File: config.mk
export PLATFORM = sky130hd
export DESIGN_NAME = idu_redirect_arb
export DESIGN_NICKNAME = d
export VERILOG_FILES = /design/src/rtl/idu_redirect_arb.sv
export SDC_FILE = /design/constraint.sdc
export NUM_CORES = 1
export LEC_CHECK = 0
export ABC_AREA = 1
export BUFFER_PORTS_ARGS = -buffer_cell sky130_fd_sc_hd__buf_2
export CAP_MARGIN = 10
export CORE_MARGIN = 10
export CORE_UTILIZATION = 44
export DETAILED_ROUTE_END_ITERATION = 6
export PLACE_DENSITY = 0.78
export SYNTH_ARGS = -nofsm -noshare
export SYNTH_HDL_FRONTEND = slang
export SYNTH_SLANG_ARGS = --single-unit
File: constraint.sdc
create_clock -name clk -period 2.6 [get_ports clk]
set_input_delay 0.78 -clock clk [delete_from_list [all_inputs] [get_ports clk]]
set_output_delay 0.78 -clock clk [all_outputs]
set_load 0.01 [all_outputs]
File: src/rtl/idu_redirect_arb.sv
// ============================================================================
// Module   : idu_redirect_arb
// Purpose  : Picks the oldest BJU mispredict and releases it as a PC redirect
//            when it commits. Traps pre-empt it. Optional perf counters are
//            built under the macro IDU_REDIRECT_PERF_EN.
// Revision : 1.0  initial release
// ============================================================================
`default_nettype none

module idu_redirect_arb #(
    parameter int ROB_IDX_W    = 5,
    parameter int FLUSH_CYCLES = 2
) (
    input  logic                 clk,
    input  logic                 rst_clk,
    input  logic                 bju0_vld,
    input  logic [ROB_IDX_W-1:0] bju0_rob_idx,
    input  logic [63:0]          bju0_addr,
    input  logic                 bju1_vld,
    input  logic [ROB_IDX_W-1:0] bju1_rob_idx,
    input  logic [63:0]          bju1_addr,
    input  logic [ROB_IDX_W-1:0] rob_head_idx,
    input  logic                 rob_commit_vld,
    input  logic [ROB_IDX_W-1:0] rob_commit_idx,
    input  logic                 exc_vld,
    input  logic [63:0]          exc_addr,
    output logic                 redirect_vld,
    output logic [63:0]          redirect_addr,
    output logic                 flush,
    output logic                 y_stall_ctrl,
    output logic [31:0]          perf_redirect_cnt,
    output logic [31:0]          perf_flush_cnt
);

    localparam logic [1:0] S_IDLE  = 2'd0;
    localparam logic [1:0] S_REDIR = 2'd1;
    localparam logic [1:0] S_FLUSH = 2'd2;

    localparam logic [3:0] C_FLUSH_LOAD = 4'(FLUSH_CYCLES - 1);

    logic [1:0]           state_q, state_d;
    logic [3:0]           cnt_q, cnt_d;
    logic                 pend_vld_q, pend_vld_d;
    logic [ROB_IDX_W-1:0] pend_idx_q, pend_idx_d;
    logic [63:0]          pend_addr_q, pend_addr_d;
    logic [63:0]          redir_addr_q, redir_addr_d;

    // Ages are distances from the ROB head, so wrapped subtraction orders them.
    logic [ROB_IDX_W-1:0] w_age0;
    logic [ROB_IDX_W-1:0] w_age1;
    logic [ROB_IDX_W-1:0] w_age_pend;
    logic [ROB_IDX_W-1:0] w_win_age;
    logic [ROB_IDX_W-1:0] w_win_idx;
    logic [63:0]          w_win_addr;
    logic                 w_sel1;
    logic                 w_win_vld;
    logic                 w_take;
    logic                 w_commit_match;

    assign w_age0     = bju0_rob_idx - rob_head_idx;
    assign w_age1     = bju1_rob_idx - rob_head_idx;
    assign w_age_pend = pend_idx_q - rob_head_idx;

    // Port 0 wins ties, so port 1 needs a strictly smaller age.
    assign w_sel1     = bju1_vld & (~bju0_vld | (w_age1 < w_age0));
    assign w_win_vld  = bju0_vld | bju1_vld;
    assign w_win_idx  = w_sel1 ? bju1_rob_idx : bju0_rob_idx;
    assign w_win_addr = w_sel1 ? bju1_addr    : bju0_addr;
    assign w_win_age  = w_sel1 ? w_age1       : w_age0;

    assign w_take = (state_q == S_IDLE) & w_win_vld &
                    (~pend_vld_q | (w_win_age < w_age_pend));

    assign w_commit_match = rob_commit_vld & pend_vld_q &
                            (rob_commit_idx == pend_idx_q) & (state_q == S_IDLE);

    // Pending slot and redirect target
    always_comb begin
        pend_vld_d   = pend_vld_q;
        pend_idx_d   = pend_idx_q;
        pend_addr_d  = pend_addr_q;
        redir_addr_d = redir_addr_q;
        if (exc_vld) begin
            pend_vld_d   = 1'b0;
            redir_addr_d = exc_addr;
        end else if (w_commit_match) begin
            pend_vld_d   = 1'b0;
            redir_addr_d = pend_addr_q;
        end else if (w_take) begin
            pend_vld_d  = 1'b1;
            pend_idx_d  = w_win_idx;
            pend_addr_d = w_win_addr;
        end
    end

    always_ff @(posedge clk or negedge rst_clk) begin
        if (!rst_clk) begin
            pend_vld_q   <= 1'b0;
            pend_idx_q   <= '0;
            pend_addr_q  <= 64'h0;
            redir_addr_q <= 64'h0;
        end else begin
            pend_vld_q   <= pend_vld_d;
            pend_idx_q   <= pend_idx_d;
            pend_addr_q  <= pend_addr_d;
            redir_addr_q <= redir_addr_d;
        end
    end

    // FSM state register
    always_ff @(posedge clk or negedge rst_clk) begin
        if (!rst_clk) begin
            state_q <= S_IDLE;
            cnt_q   <= 4'd0;
        end else begin
            state_q <= state_d;
            cnt_q   <= cnt_d;
        end
    end

    // FSM next state
    always_comb begin
        state_d = state_q;
        cnt_d   = cnt_q;
        case (state_q)
            S_IDLE: begin
                if (w_commit_match) begin
                    state_d = S_REDIR;
                end
            end
            S_REDIR: begin
                state_d = S_FLUSH;
                cnt_d   = C_FLUSH_LOAD;
            end
            S_FLUSH: begin
                if (cnt_q == 4'd0) begin
                    state_d = S_IDLE;
                end else begin
                    cnt_d = cnt_q - 4'd1;
                end
            end
            default: begin
                state_d = S_IDLE;
                cnt_d   = 4'd0;
            end
        endcase
        if (exc_vld) begin
            state_d = S_REDIR;
            cnt_d   = C_FLUSH_LOAD;
        end
    end

    // FSM outputs
    always_comb begin
        redirect_vld  = (state_q == S_REDIR);
        flush         = (state_q != S_IDLE);
        y_stall_ctrl  = (state_q != S_IDLE);
        redirect_addr = redir_addr_q;
    end

`ifdef IDU_REDIRECT_PERF_EN
    logic [31:0] perf_redir_q;
    logic [31:0] perf_flush_q;

    always_ff @(posedge clk or negedge rst_clk) begin
        if (!rst_clk) begin
            perf_redir_q <= 32'h0;
            perf_flush_q <= 32'h0;
        end else begin
            if (redirect_vld) begin
                perf_redir_q <= perf_redir_q + 32'd1;
            end
            if (flush) begin
                perf_flush_q <= perf_flush_q + 32'd1;
            end
        end
    end

    assign perf_redirect_cnt = perf_redir_q;
    assign perf_flush_cnt    = perf_flush_q;
`else
    assign perf_redirect_cnt = 32'h0;
    assign perf_flush_cnt    = 32'h0;
`endif

endmodule

`default_nettype wire

==> run summary <==
- **via count of the routed design** 8213
- **number of buffers created by CTS** 17
- **cell taking the most area after synthesis** sky130_fd_sc_hd__dfrtp_1
- **highest cell delay on the worst timing path** 0.37 ns
- **top flip-flop cell by instance count after synthesis** sky130_fd_sc_hd__dfrtp_1
- **final cell count without fillers** 1641
- **average wire per cell in the routed design** 17.3 µm
- **Fmax** 0.262 GHz
- **total number of nets in the final design** 1646
- **global route overflow** 0
- **Req. time, crit path** 2.96 ns
- **area post-placement** 9740 µm²
- **HPWL Detailed** 19800 µm
- **pre-CTS WS** -1.72 ns
- **count of final hold-check violations** 0
- **Reg2Reg Depth** 19
- **overall global routing resource usage** 21.8%
- **cell count after placement** 1589
- **initial antenna violation count** 1
- **CTS root buf** sky130_fd_sc_hd__clkbuf_16
- **Worst Setup Start Kind** input pin
- **leading cell type by number of instances after synthesis** sky130_fd_sc_hd__nand2_1
- **grt met1 use** 26.2%
- **setup repair after global routing missed its margin** yes
- **proportion of synthesized flip-flops having asynchronous set or reset** 100%
- **Worst Slack Setup Final** -1.22 ns
- **number of synthesized flops with an enable pin** 0
- **remaining antenna violation count after routing** 0
- **clock tree skew after final layout** 0.0110 ns
- **global-route wire length before repair** 42600 µm
- **chip width** 156 µm
- **gate count after technology mapping** 1101
- **count of distinct cell types in the synthesized netlist** 26
- **post-synthesis sequential area ratio** 43.3%
- **CTS Hold Buffers Added** 0
- **clock transition at the registers of the reported paths** 0.06 ns
- **GR met2 Demand/Resource** 37.1%
- **Worst slew margin** 49.5%
- **startpoint-to-endpoint class of the critical path** input pin to flop
- **DRC errors left** 0
- **aggregate routed wire length** 28500 µm
- **number of warnings reported in the yosys synthesis log** 0
- **buffers from clock root to sink, at most** 2
- **GR peak layer** met2
- **DRT Pass-1 Iters** 5
- **Data arrival, critical path** 4.17 ns
- **initial detailed-routing violation count** 447
- **Die ar.** 24200 µm²
- **Diodes inserted** 0
- **Final Wtd Congestion** 0.850
- **number of sinks driven by the clock tree** 140
- **final setup violating endpoints** 69
- **most instantiated cells after synthesis** 503 x sky130_fd_sc_hd__nand2_1, 208 x sky130_fd_sc_hd__nand3_1, 140 x sky130_fd_sc_hd__dfrtp_1, 68 x sky130_fd_sc_hd__buf_4, 37 x sky130_fd_sc_hd__clkbuf_1
- **Yosys top cell area share** 43.3%
- **number of H-tree branching levels** 4
- **worst-skew pair later-pin latency** 0.43 ns
- **vias in the first global route** 8464
- **cell types occupying the most area after synthesis** sky130_fd_sc_hd__dfrtp_1 43%, sky130_fd_sc_hd__nand2_1 23%, sky130_fd_sc_hd__nand3_1 13%
- **I/O pin cnt** 349
- **number of core rows** 49
- **detail-routed via count per cell** 5.00
- **Max rail drop VDD** 524 µV
- **transition time at the pin with the least slew margin** 0.757 ns
- **growth of design area from synthesis to finish** 38.5%
- **# Max-Cap Violations** 0
- **Tcrit/Tclk final** 147%
- **Synth Register Bits** 140
- **post-synthesis average cell area** 7.35 µm²
- **met3 routing resource usage after global routing** 4.47%
- **critical path fanouts, max** 5
- **Power Dens Cells** 797 nW/µm²
- **Leak** 6.17 nW
- **die height** 156 µm
- **Pwr Total** 8.93 mW
- **outcome** finished, violations left
- **crit path capture type** flop
- **Max Slew Vio Count** 0
- **core outline area** 18000 µm²
- **TritonCTS clock tree** yes
- **path category of the worst min-delay check** input pin to async pin
- **violations in the final reports** negative setup slack
- **summed instance area of the synthesized netlist** 8100 µm²
- **initial standard-cell utilization of the core** 44.9%
- **largest net degree at the start of global routing** 72
- **total non-filler cell area in the finished layout** 11200 µm²
- **share of post-route cells with drive strength above 1** 35.0%
- **number of buffer cells added on primary ports** 284
- **final worst path period need** 3.82 ns
- **slowest CP cell** sky130_fd_sc_hd__fa_2
## cell families (layout without fill, tap and decap cells)
family	after synthesis	in the layout	share of synthesized area (%)
compound gates	24	24	1.59
simple gates	730	730	37.5
other cells	1	64	0.0463
fa+ha+maj	29	29	4.76
flops	140	140	43.3
xor+xnor	18	18	1.95
buf+inv	159	407	10.9
## final timing paths
kind | slack, ns | endpoint | start
setup / recovery | -1.22 | pend_addr_q[61] | bju1_rob_idx[0]
hold / removal | 0.25 | redirect_addr[31] | rst_clk
setup reg to reg | -0.29 | pend_addr_q[61] | pend_idx_q[0]
hold reg to reg | 0.47 | pend_addr_q[7] | pend_addr_q[7]
max in group asynchronous | 1.71 | redirect_addr[16] | rst_clk
min in group clk | 0.47 | pend_addr_q[7] | pend_addr_q[7]
## sequential cells by signal, indices dropped and copies added, names as in the netlist
signal / cells
pend_idx_q: 5
state_q: 2
pend_addr_q: 64
redirect_addr: 64
pend_vld_q: 1
cnt_q: 4
## layout make-up
cell class | instances | area (µm²)
Inverter | 31 | 143
Sequential cell | 140 | 3500
Clock buffer | 20 | 447
Fill cell | 1605 | 6810
Tap cell | 229 | 287
Timing Repair inverter | 1 | 3.75
Clock inverter | 12 | 139
Multi-Input combinational cell | 865 | 4460
Timing Repair Buffer | 343 | 2230
## metrics by stage
step / util (%) / setup TNS, ns / hold slack (ns)
5_1_grt: 62.2 / -93.39 / 0.280
3_3_place_gp: 54.1 / -107.32 / 0.454
6_report: 62.2 / -79.78 / 0.254
4_1_cts: 59.9 / -75.55 / 0.259
3_5_place_dp: 54.1 / -117.18 / 0.459
2_1_floorplan: - / -102.07 / 0.443
## power by group
part	internal (mW)	total [mW]	switching [mW]
sequential	2.77	3.24	0.473
clock	1.45	2.41	0.959
combinational	1.46	3.29	1.82
total	5.68	8.93	3.25
## cells in the final DEF (no fill, tap or decap), types with 6 or more instances in the layout
| cell type | n |
|---|---|
| sky130_fd_sc_hd__a21oi_1 | 8 |
| sky130_fd_sc_hd__buf_12 | 12 |
| sky130_fd_sc_hd__buf_16 | 6 |
| sky130_fd_sc_hd__buf_2 | 279 |
| sky130_fd_sc_hd__buf_4 | 32 |
| sky130_fd_sc_hd__buf_6 | 10 |
| sky130_fd_sc_hd__clkbuf_16 | 19 |
| sky130_fd_sc_hd__conb_1 | 64 |
| sky130_fd_sc_hd__dfrtp_1 | 140 |
| sky130_fd_sc_hd__ha_1 | 19 |
| sky130_fd_sc_hd__ha_4 | 6 |
| sky130_fd_sc_hd__inv_1 | 21 |
| sky130_fd_sc_hd__inv_2 | 6 |
| sky130_fd_sc_hd__nand2_1 | 427 |
| sky130_fd_sc_hd__nand2_2 | 59 |
| sky130_fd_sc_hd__nand2_4 | 21 |
| sky130_fd_sc_hd__nand3_1 | 199 |
| sky130_fd_sc_hd__nand3_2 | 10 |
| sky130_fd_sc_hd__nor2_1 | 9 |
| sky130_fd_sc_hd__o21ai_0 | 6 |
| sky130_fd_sc_hd__xnor2_1 | 12 |
## routing by layer
metal / wire length (µm) / up-vias
li1: - / 3983
met1: 11400 / 3817
met2: 14300 / 361
met3: 1940 / 50
met4: 806 / 2
met5: 13 / -
## critical path: cells and delay by family
family,cells,cell delay [ns]
compound gates,3,0.41
xor+xnor,1,0.18
fa+ha+maj,4,0.98
buf+inv,8,0.74
simple gates,14,1.12
## what timing repair did
action,CTS,global route
endpoints found under the setup margin,69,69
pin swaps,24,25
buffers inserted,10,1
cloned,7,3
gates resized for setup,69,90
(Power assumes the default switching activity.)
